==> src/rtl/and8_serial_pkg.sv <==
// and8_serial shared types: FSM state encoding and default operand width.
// Imported by the bit-serial AND top and its gate slice.
package and8_serial_pkg;

   localparam int unsigned DEF_WIDTH = 8;

   typedef enum logic [1:0] {
      IDLE  = 2'd0,
      SHIFT = 2'd1,
      DONE  = 2'd2
   } state_e;

endpackage

==> src/rtl/and8_serial_and.sv <==
// Single-bit AND gate slice: the only logic gate the serial datapath uses.
module and8_serial_and (
   input  logic a_i,
   input  logic b_i,
   output logic y_o
);

   assign y_o = a_i & b_i;

endmodule

==> src/rtl/and8_serial.sv <==
// Bit-serial F = A & B, one bit per clock, LSB first, start/busy/done handshake.
// Optional define AND8_SERIAL_ZERO_FLAG_EN adds a registered all-zero result flag.
module and8_serial
   import and8_serial_pkg::*;
#(
   parameter  int WIDTH = DEF_WIDTH,
   localparam int CNT_W = $clog2(WIDTH)
) (
   input  logic             clk,
   input  logic             rst_n,
   input  logic             start,
   input  logic [WIDTH-1:0] A,
   input  logic [WIDTH-1:0] B,
   output logic             busy,
   output logic             done,
   output logic [WIDTH-1:0] F,
   output logic             f_bit,
`ifdef AND8_SERIAL_ZERO_FLAG_EN
   output logic             zero,
`endif
   output logic             f_valid
);

   state_e             state_q, state_d;
   logic [WIDTH-1:0]   sa_q, sb_q, f_q;
   logic [CNT_W-1:0]   cnt_q;
   logic               bit_w;
   logic               last_w;
   logic               accept_w;
   logic               shift_w;

   and8_serial_and u_slice (
      .a_i (sa_q[0]),
      .b_i (sb_q[0]),
      .y_o (bit_w)
   );

   assign shift_w  = (state_q == SHIFT);
   assign last_w   = (cnt_q == CNT_W'(WIDTH - 1));
   assign accept_w = start && ((state_q == IDLE) || (state_q == DONE));

   always_ff @(posedge clk) begin
      if (!rst_n) begin
         state_q <= IDLE;
      end else begin
         state_q <= state_d;
      end
   end

   always_comb begin
      state_d = state_q;
      unique case (state_q)
         IDLE:    if (start) state_d = SHIFT;
         SHIFT:   if (last_w) state_d = DONE;
         DONE:    state_d = start ? SHIFT : IDLE;
         default: state_d = IDLE;
      endcase
   end

   always_comb begin
      busy    = shift_w;
      done    = (state_q == DONE);
      f_valid = shift_w;
      f_bit   = shift_w & bit_w;
      F       = f_q;
   end

   always_ff @(posedge clk) begin
      if (!rst_n) begin
         sa_q  <= '0;
         sb_q  <= '0;
         f_q   <= '0;
         cnt_q <= '0;
      end else if (accept_w) begin
         sa_q  <= A;
         sb_q  <= B;
         f_q   <= '0;
         cnt_q <= '0;
      end else if (shift_w) begin
         sa_q  <= {1'b0, sa_q[WIDTH-1:1]};
         sb_q  <= {1'b0, sb_q[WIDTH-1:1]};
         f_q   <= {bit_w, f_q[WIDTH-1:1]};
         // Hold at the top count so the counter never wraps.
         cnt_q <= last_w ? cnt_q : cnt_q + CNT_W'(1);
      end
   end

`ifdef AND8_SERIAL_ZERO_FLAG_EN
   logic seen_q;
   logic zero_q;

   always_ff @(posedge clk) begin
      if (!rst_n) begin
         seen_q <= 1'b0;
         zero_q <= 1'b0;
      end else if (accept_w) begin
         seen_q <= 1'b0;
         zero_q <= 1'b0;
      end else if (shift_w) begin
         seen_q <= seen_q | bit_w;
         if (last_w) zero_q <= ~(seen_q | bit_w);
      end
   end

   assign zero = zero_q;
`endif

endmodule

==> config.mk <==
export PLATFORM = sky130hd
export DESIGN_NAME = and8_serial
export DESIGN_NICKNAME = d
export VERILOG_FILES = /design/src/rtl/and8_serial_pkg.sv /design/src/rtl/and8_serial_and.sv /design/src/rtl/and8_serial.sv
export SDC_FILE = /design/constraint.sdc
export NUM_CORES = 1
export LEC_CHECK = 0
export CAP_MARGIN = 20
export CORE_UTILIZATION = 40
export CTS_CLUSTER_SIZE = 16
export DETAILED_ROUTE_END_ITERATION = 16
export GPL_ROUTABILITY_DRIVEN = 0
export PLACE_DENSITY = 0.69
export RECOVER_POWER = 50
export SKIP_LAST_GASP = 1
export SYNTH_ARGS = -nofsm -noshare
export SYNTH_HDL_FRONTEND = slang
export SYNTH_HIERARCHICAL = 1
export SYNTH_SLANG_ARGS = --single-unit
==> constraint.sdc <==
create_clock -name clk -period 2.84 [get_ports clk]
set_input_delay 0.568 -clock clk [delete_from_list [all_inputs] [get_ports clk]]
set_output_delay 0.568 -clock clk [all_outputs]
set_load 0.005 [all_outputs]
==> results of run 1 <==
-- report_power, final --
group          switching, mW  total [mW]  leakage, nW  internal, mW
Sequential            0.0124       0.442        0.237         0.430
Combinational         0.0573       0.111        0.282        0.0539
Clock                  0.133       0.231       0.0265        0.0985
Total                  0.202       0.784        0.546         0.582
-- worst paths after layout --
path                      startpoint           endpoint  slack [ns]  cells after the start
max          state_q[0]$_SDFFE_PN0P_              f_bit        0.53                      5
min                F[0]$_SDFFE_PP0N_  F[0]$_SDFFE_PP0N_        0.45                      2
max reg2reg  state_q[0]$_SDFFE_PN0P_  F[1]$_SDFFE_PP0N_        1.44                      3
min reg2reg        F[0]$_SDFFE_PP0N_  F[0]$_SDFFE_PP0N_        0.45                      2
-- routing by layer --
| layer | global-route usage, % | vias to the layer above | share of wire, % |
|---|---|---|---|
| met5 | 0 | - | 0 |
| met2 | 25.9 | 28 | 46 |
| li1 | - | 539 | - |
| met1 | 19.3 | 487 | 46 |
| met4 | 6.27 | 0 | 1.2 |
| met3 | 6.45 | 4 | 6.1 |
-- through the flow --
stage	setup WS [ns]	area (um2)	utilization, %	instances	hold WS, ns
detailed placement	0.765	1470	52.8	192	0.447
global placement	0.822	1470	52.8	192	0.440
global route	0.418	1510	54.4	200	0.497
finish	0.532	1510	54.4	200	0.454
CTS	0.504	1520	54.5	200	0.459
floorplan	1.38	1190	-	140	0.432
-- sequential cells by signal (all words and copies together), names as in the netlist --
register / flops
F: 8
sa_q: 8
state_q: 2
cnt_q: 3
sb_q: 8
-- cells by family after synthesis --
kind of cell             count (synthesis)  synth area share [%]
AND/OR/NAND/NOR                         58                  21.4
AO/OA/AOI/OAI                           36                  19.2
flip-flops                              29                  48.8
buffers and inverters                   14                  7.79
adder cells (fa/ha/maj)                  2                  2.10
XOR/XNOR                                 1                 0.737
-- area by class of cell --
cell class | count | area [um2]
Timing Repair Buffer | 33 | 319
Sequential cell | 29 | 581
Inverter | 2 | 10.0
Tap cell | 31 | 38.8
Clock buffer | 8 | 48.8
Multi-Input combinational cell | 97 | 515
Fill cell | 276 | 1270
-- worst max-delay path, stage by stage (launching register included) --
cell and delay, ns:
dfxtp_1 0.40, nand2b_1 0.13, inv_4 0.23, nand2_1 0.13, inv_2 0.05, clkdlybuf4s50_1 0.48
-- cell usage in the layout, fill, tap and decap left out --
cell type | Yosys | routed
inv_2 | 1 | 1
clkdlybuf4s50_1 | 0 | 28
clkbuf_4 | 0 | 5
buf_4 | 2 | 2
nor3_1 | 7 | 7
inv_4 | 1 | 1
a21oi_1 | 11 | 11
dfxtp_1 | 29 | 29
xnor2_1 | 1 | 1
nand3_1 | 3 | 3
nand2b_1 | 2 | 2
dlygate4sd3_1 | 0 | 2
o21a_1 | 1 | 1
a22oi_1 | 2 | 2
a31oi_1 | 5 | 5
and2_1 | 1 | 1
a21boi_1 | 3 | 3
nor3b_2 | 1 | 1
nor2_1 | 8 | 8
o221ai_1 | 7 | 7
nand2_1 | 33 | 33
ha_1 | 2 | 2
and3_1 | 1 | 1
nor2b_1 | 2 | 2
clkbuf_1 | 1 | 4
o21ai_0 | 7 | 7
==> reports/qor.yml, run 1 <==
cp.arrival_ns: 1.74
drt_wl_total_mm: 2.37
ys_ff_latch: 29
crit_fanout: 25
dp_hpwl_mm: 1.58
final_hold_viol_count: 0
maxSlewHeadroom_pct: 45.8
ctsHoldBuffers: 0
cts_made_buffers: 5
grt_usage_pct: 16.2
synth.yosys.warnings: 6
grt_pass1_wl_mm: 3.98
clkLatencyLatePin_ns: 0.32
synth_largest_area_cell: "dfxtp_1"
required_ns: 2.27
synth.top_cells.by_count: "nand2_1 (33), dfxtp_1 (29), a21oi_1 (11)"
fin_crit_ns: 2.31
drive_gt1_share_pct: 5.92
path_class: "reg2out"
cts.repair.resized: 0
fp.dieArea_um2: 3190
peakVddDrop_mv: 0.349
drc: 0
netlist_area_um2: 1190
yosysMostFrequentCell: "nand2_1"
setup_tns_ns: 0
synth-edff-count: 0
power.density_nw_per_um2: 518
tightest_slew_ns: 0.811
fmax_mhz: 433
diodes: 0
tritoncts: "yes"
ioPinCount: 31
drtAntennaViolNets: 0
rows: 19
start_kind: "register"
post-cts-setup-buffers: 0
postSynthAreaPerCell_um2: 8.49
setup_violations: 0
status: "complete, no violations"
via_count: 1058
clk_path_buf_depth: 2
clk_pin_slew_ns: 0.08
cts-root-buf: "clkbuf_4"
slew_violations: 0
grt_max_degree: 27
power_uw: 784
grt_setup_unrepaired: "false"
ys_types: 25
synthCells: 140
clock_sink_count: 29
wl_per_cell_um: 11.9
post-route-period-util_pct: 81.3
dr.pass1.iters: 4
drv_cap: 0
synthTopCellsByArea: "dfxtp_1 (49%), nand2_1 (10%), o221ai_1 (5.2%), a21oi_1 (4.6%), nor3_1 (2.9%)"
vias_per_cell: 5.29
syn_to_final_growth_pct: 27.3
hold_path_class: "reg2reg"
setup.worst_path.end_class: "primary output"
postSynth.asyncResetShare_pct: 0
htreeDepth: 2
synth_top_area_share_pct: 48.8
grt_pass1_vias: 884
synth_ff_type: "dfxtp_1"
die_w_um: 56.5
syn-num-nets: 161
nNetsFinal: 189
grt-ovfl-total: 0
drt_iter0_markers: 29
core_um2: 2780
die_h_um: 56.5
yosysSeqAreaShare_pct: 48.8
port_buffers: 30
start_util_pct: 42.7
leakagePower_nw: 0.546
antenna_found_initial: 0
skew_ns: 0.00744
Note: power is estimated with default switching activity, not from simulation.
==> run 2: changes to the inputs <==
--- a/config.mk
+++ b/config.mk
@@ -10,7 +10,7 @@
 export CTS_CLUSTER_SIZE = 16
 export DETAILED_ROUTE_END_ITERATION = 16
 export GPL_ROUTABILITY_DRIVEN = 0
-export PLACE_DENSITY = 0.69
+export PLACE_DENSITY = 0.71
 export RECOVER_POWER = 50
 export SKIP_LAST_GASP = 1
 export SYNTH_ARGS = -nofsm -noshare
==> constraint.sdc (replaced) <==
create_clock -name clk -period 1.9 [get_ports clk]
set_input_delay 0.38 -clock clk [delete_from_list [all_inputs] [get_ports clk]]
set_output_delay 0.38 -clock clk [all_outputs]
set_load 0.005 [all_outputs]
==> reports/qor.yml, run 2 (synthesis results as in run 1) <==
drt_iter0_markers: 26  # was 29
hold_path_class: "reg2reg"  # unchanged
p_int_uw: 879  # was 582 uW
cts_made_buffers: 5  # unchanged
drt_wl_total_mm: 2.43  # was 2.37 mm
slew_violations: 0  # unchanged
nNetsFinal: 196  # was 189
cp.arrival_ns: 1.46  # was 1.74 ns
start_kind: "register"  # unchanged
dpl_cell_area_um2: 1490  # was 1470 um2
drtAntennaViolNets: 0  # unchanged
drc: 0  # unchanged
clock_sink_count: 29  # unchanged
grt_pass1_wl_mm: 4.14  # was 3.98 mm
clk_path_buf_depth: 2  # unchanged
grt_pass1_vias: 995  # was 884
via_count: 1105  # was 1058
whs_ns: 0.460  # was 0.454 ns
grt_max_degree: 27  # unchanged
port_buffers: 30  # unchanged
crit_fanout: 3  # was 25
ctsHoldBuffers: 0  # unchanged
p_clk_share_pct: 29.2  # was 29.5%
wl_per_cell_um: 11.8  # was 11.9 um
tightest_slew_ns: 0.651  # was 0.811 ns
reg2reg_setup_slack_ns: 0.21  # was 1.44 ns
core_um2: 2780  # unchanged
clkLatencyLatePin_ns: 0.32  # about the same
final_common_cell: "nand2_1"  # unchanged
swShare_pct: 26.6  # was 25.8%
leakagePower_nw: 0.584  # was 0.546 nW
setup_violations: 0  # unchanged
syn_to_final_growth_pct: 33.5  # was 27.3%
rows: 19  # unchanged
tritoncts: "yes"  # unchanged
n_fill_cell: 272  # was 276
maxSlewHeadroom_pct: 56.6  # was 45.8%
drive_gt1_share_pct: 11.4  # was 5.92%
htreeDepth: 2  # unchanged
antenna_found_initial: 0  # unchanged
path_class: "reg2out"  # unchanged
status: "complete, no violations"  # unchanged
dp_hpwl_mm: 1.64  # was 1.58 mm
pwr-share-comb_pct: 15.6  # was 14.2%
vias_per_cell: 5.34  # was 5.29
die_w_um: 56.5  # unchanged
clk_pin_slew_ns: 0.09  # was 0.08 ns
r2r-end: "sa_q[2]$_SDFFE_PN0P_"  # was F[1]$_SDFFE_PP0N_
peakVddDrop_mv: 0.532  # was 0.349 mV
setup.worst_path.end_class: "primary output"  # unchanged
ioPinCount: 31  # unchanged
power.density_nw_per_um2: 755  # was 518 nW/um2
fmax_mhz: 542
hold_start: "F[0]$_SDFFE_PP0N_"  # unchanged
dr.pass1.iters: 4  # unchanged
min_to: "F[0]$_SDFFE_PP0N_"  # unchanged
grt_usage_pct: 17.0  # was 16.2%
post-route-cell-area_um2: 1590  # was 1510 um2
cts-root-buf: "clkbuf_4"  # unchanged
fin_crit_ns: 1.84
fp.dieArea_um2: 3190  # unchanged
drv_cap: 0  # unchanged
post-route-period-util_pct: 97.1
reg2reg_from: "state_q[1]$_SDFFE_PN0P_"  # was state_q[0]$_SDFFE_PN0P_
area.sequential_um2: 584  # was 581 um2
r2r_cells: 6  # was 3
grt-ovfl-total: 0  # unchanged
p_sw_uw: 319  # was 202 uW
hold_depth: 2  # unchanged
pwr-share-seq_pct: 55.2  # was 56.4%
required_ns: 1.52  # was 2.27 ns
multiInputGateArea_um2: 526  # was 515 um2
start_util_pct: 42.7  # unchanged
mostFrequentLayoutCells: "nand2_1 (32), clkdlybuf4s50_1 (30), dfxtp_1 (28), a21oi_1 (11), nor2_1 (8)"  # was nand2_1 (33), dfxtp_1 (29), clkdlybuf4s50_1 (28), a21oi_1 (11), nor2_1 (8)
skew_ns: 0.00661  # was 0.00744 ns
die_h_um: 56.5  # unchanged
final_hold_viol_count: 0  # unchanged
diodes: 0  # unchanged
[run 2: worst max-delay path, stage by stage (launching register included)]
cell,delay [ns]
dfxtp_1,0.33
nand2b_4,0.15
inv_4,0.07
nand2_2,0.07
inv_2,0.04
clkdlybuf4s50_1,0.48
[run 2: through the flow]
stage	power [mW]	utilization (%)	instances	setup TNS (ns)	setup slack (ns)
after floorplan	0.789	-	140	0	0.629
after global placement	0.845	53.6	195	0	0.287
after detailed placement	0.851	53.6	195	0	0.260
after CTS	1.22	57.0	206	0	0.0204
after global routing	1.26	57.0	207	-0.00520	-0.00520
final	1.20	57.0	207	0	0.0552
[run 2: timing repair]
item	CTS	global route
buffers inserted	3	1
setup endpoints to repair	1	1
pin swaps	0	0
gates resized for setup	2	3
[run 2: power groups by stage]
stage / Combinational [mW] / Clock (mW) / Sequential, mW
floorplan: 0.119 / 0 / 0.670
finish: 0.187 / 0.349 / 0.662
global route: 0.205 / 0.390 / 0.666
global placement: 0.172 / 0 / 0.673
CTS: 0.192 / 0.364 / 0.662
detailed placement: 0.177 / 0 / 0.674
[run 2: worst max path at each step]
stage	slack, ns	endpoint	cells past startpoint	start
2_1_floorplan	0.63	f_bit	6	state_q[1]$_SDFFE_PN0P_
3_3_place_gp	0.29	cnt_q[0]$_SDFFE_PP0P_	5	start
3_5_place_dp	0.26	cnt_q[0]$_SDFFE_PP0P_	5	start
6_report	0.06	f_bit	5	state_q[1]$_SDFFE_PN0P_
5_1_grt	-0.005	f_bit	5	state_q[1]$_SDFFE_PN0P_
4_1_cts	0.02	f_bit	5	state_q[1]$_SDFFE_PN0P_
[run 2: area by class of cell]
class                      instances  area share [%]
multi-input combinational         97            33.1
timing repair buffer              40            23.7
tap                               31            2.44
inverter                           2           0.631
clock inverter                     2           0.631
sequential                        29            36.8
clock buffer                       6            2.60
[run 2: metal layers]
metal / part of all wire, % / vias up / routed length, um / GRT usage [%]
li1: - / 555 / - / -
met1: 43 / 505 / 1040 / 19.0
met4: 2.5 / 0 / 61 / 10.5
met5: 0 / - / 0 / 0
met3: 6.5 / 7 / 159 / 5.07
met2: 48 / 38 / 1170 / 28.1
==> run 3: changes to the inputs <==
==> constraint.sdc (replaced) <==
create_clock -name clk -period 1.5 [get_ports clk]
set_input_delay 0.3 -clock clk [delete_from_list [all_inputs] [get_ports clk]]
set_output_delay 0.3 -clock clk [all_outputs]
set_load 0.005 [all_outputs]
==> reports/qor.yml, run 3 (synthesis results as in run 1) <==
clk_pin_slew_ns: 0.09  # about the same
met2_length_mm: 1.21  # was 1.17 mm
port_buffers: 30  # unchanged
drt_iter0_markers: 22  # was 26
required_ns: 1.20  # was 1.52 ns
power.density_nw_per_um2: 957  # was 755 nW/um2
clock_sink_count: 29  # unchanged
htreeDepth: 2  # unchanged
final_common_cell: "nand2_1"  # unchanged
reg2reg_from: "cnt_q[0]$_SDFFE_PP0P_"  # was state_q[1]$_SDFFE_PN0P_
vias_per_cell: 5.31  # was 5.34
rows: 19  # unchanged
path_class: "reg2out"  # unchanged
cts-root-buf: "clkbuf_4"  # unchanged
reg2reg_setup_slack_ns: 0.11  # was 0.21 ns
setup.worst_path.end_class: "primary output"  # unchanged
setup_tns_ns: 0  # unchanged
grt_pass1_vias: 981  # was 995
clkLatencyLatePin_ns: 0.33  # was 0.32 ns
tightest_slew_ns: 0.367  # was 0.651 ns
crit_buf_inv: 1  # was 3
wl_per_cell_um: 12.0  # was 11.8 um
drt_wl_total_mm: 2.50  # was 2.43 mm
crit_fanout: 2  # was 3
grt-ovfl-total: 0  # unchanged
clk_path_buf_depth: 2  # unchanged
nNetsFinal: 199  # was 196
core_um2: 2780  # unchanged
whs_ns: 0.452  # was 0.460 ns
hold_path_class: "reg2reg"  # unchanged
r2r-end: "cnt_q[0]$_SDFFE_PP0P_"  # was sa_q[2]$_SDFFE_PN0P_
cp.arrival_ns: 1.15  # was 1.46 ns
leakagePower_nw: 0.707  # was 0.584 nW
diodes: 0  # unchanged
r2r_cells: 5  # was 6
grt_usage_pct: 16.4  # was 17.0%
wl_met3_um: 160  # was 159 um
cp_slowest_cell: "clkdlybuf4s50_1"  # unchanged
min_to: "sb_q[7]$_SDFFE_PN0P_"  # was F[0]$_SDFFE_PP0N_
via_count: 1110  # was 1105
grt_max_degree: 27  # unchanged
die_w_um: 56.5  # unchanged
drc: 0  # unchanged
dr.pass1.iters: 4  # unchanged
crit_family: "buffers and inverters"  # unchanged
post-place-ws_ns: 0.0361  # was 0.260 ns
drtAntennaViolNets: 0  # unchanged
place_inst: 199  # was 195
wl_met1_mm: 1.10  # was 1.04 mm
start_kind: "register"  # unchanged
grt_pass1_wl_mm: 4.03  # was 4.14 mm
status: "complete, no violations"  # unchanged
post-route-period-util_pct: 96.7
dp_hpwl_mm: 1.71  # was 1.64 mm
path_cells: "clkdlybuf4s50_1"  # was nand2b_4 > inv_4 > nand2_2 > inv_2 > clkdlybuf4s50_1
antenna_found_initial: 0  # unchanged
drive_gt1_share_pct: 15.7  # was 11.4%
tritoncts: "yes"  # unchanged
dpl_cell_area_um2: 1520  # was 1490 um2
power_mw: 1.55  # was 1.20 mW
cts_made_buffers: 5  # unchanged
post-route-cell-area_um2: 1620  # was 1590 um2
mostFrequentLayoutCells: "nand2_1 (32), dfxtp_1 (24), clkdlybuf4s50_1 (21), a21oi_1 (11), buf_4 (11)"  # was nand2_1 (32), clkdlybuf4s50_1 (30), dfxtp_1 (28), a21oi_1 (11), nor2_1 (8)
max_stage_delay_ns: 0.49  # was 0.48 ns
fin_ws_ns: 0.0490  # was 0.0552 ns
final_util_pct: 58.2  # was 57.0%
syn_to_final_growth_pct: 36.1  # was 33.5%
ioPinCount: 31  # unchanged
setup_violations: 0  # unchanged
fin_crit_ns: 1.45
drv_cap: 0  # unchanged
final_hold_viol_count: 0  # unchanged
maxSlewHeadroom_pct: 75.5  # was 56.6%
fmax_mhz: 689
fin_cells: 209  # was 207
ctsHoldBuffers: 0  # unchanged
grt_setup_unrepaired: "true"
crit_start: "F[5]$_SDFFE_PP0N_"  # was state_q[1]$_SDFFE_PN0P_
hold_start: "sb_q[7]$_SDFFE_PN0P_"  # was F[0]$_SDFFE_PP0N_
peakVddDrop_mv: 0.894  # was 0.532 mV
fp.dieArea_um2: 3190  # unchanged
hold_depth: 2  # unchanged
skew_ns: 0.00441  # was 0.00661 ns
slew_violations: 0  # unchanged
highest_layer: "met4"  # unchanged
die_h_um: 56.5  # unchanged
start_util_pct: 42.7  # unchanged
[run 3: cell types whose count changed in the layout (fill, tap and decap cells not counted), moves of 2 or more]
cell             delta
clkdlybuf4s50_1     -9
buf_4               +5
dfxtp_2             +5
dlymetal6s2s_1      +5
dfxtp_1             -4
clkbuf_1            -2
clkdlybuf4s15_1     +2
clkinv_2            -2
dlygate4sd2_1       +2
[run 3: power by group]
part	switching [mW]	total, mW	internal [mW]	leakage (nW)
Combinational	0.116	0.233	0.117	0.436
Sequential	0.0236	0.837	0.814	0.240
Clock	0.257	0.478	0.221	0.0314
Total	0.397	1.55	1.15	0.707
[run 3: worst reg2reg max path: cells and delay by family, from the launching register on]
kind / cells / cell delay, ns
flops: 1 / 0.33
xor+xnor: 1 / 0.16
fa+ha+maj: 2 / 0.42
simple gates: 2 / 0.35
[run 3: area by class of cell]
type	instances	area, um2
repair buffers	43	402
clock buffers	7	55.1
well taps	31	38.8
fillers	252	1160
inverters	2	10.0
flip-flops and latches	29	587
multi-input cells	97	526
[run 3: metal layers]
| layer | vias to the layer above | GRT usage, % |
|---|---|---|
| li1 | 555 | - |
| met1 | 521 | 18.6 |
| met2 | 31 | 27.9 |
| met3 | 3 | 6.91 |
| met4 | 0 | 5.23 |
| met5 | - | 0 |
[run 3: repair_timing]
action                                  CTS  global route
resized for setup                        13            10
pin swaps                                 0             0
hold endpoints to repair                  0             0
setup buffers                             1             2
endpoints found under the setup margin    9            10
gates cloned                              0             0
[run 3: how the worst max path moves through the flow]
stage | to | slack, ns | cells past startpoint
final | F[5] | 0.05 | 1
after detailed placement | f_bit | 0.04 | 5
after CTS | F[7] | 0.001 | 1
after global placement | f_bit | 0.06 | 5
after floorplan | cnt_q[0]$_SDFFE_PP0P_ | 0.25 | 5
after global routing | f_bit | -0.02 | 5
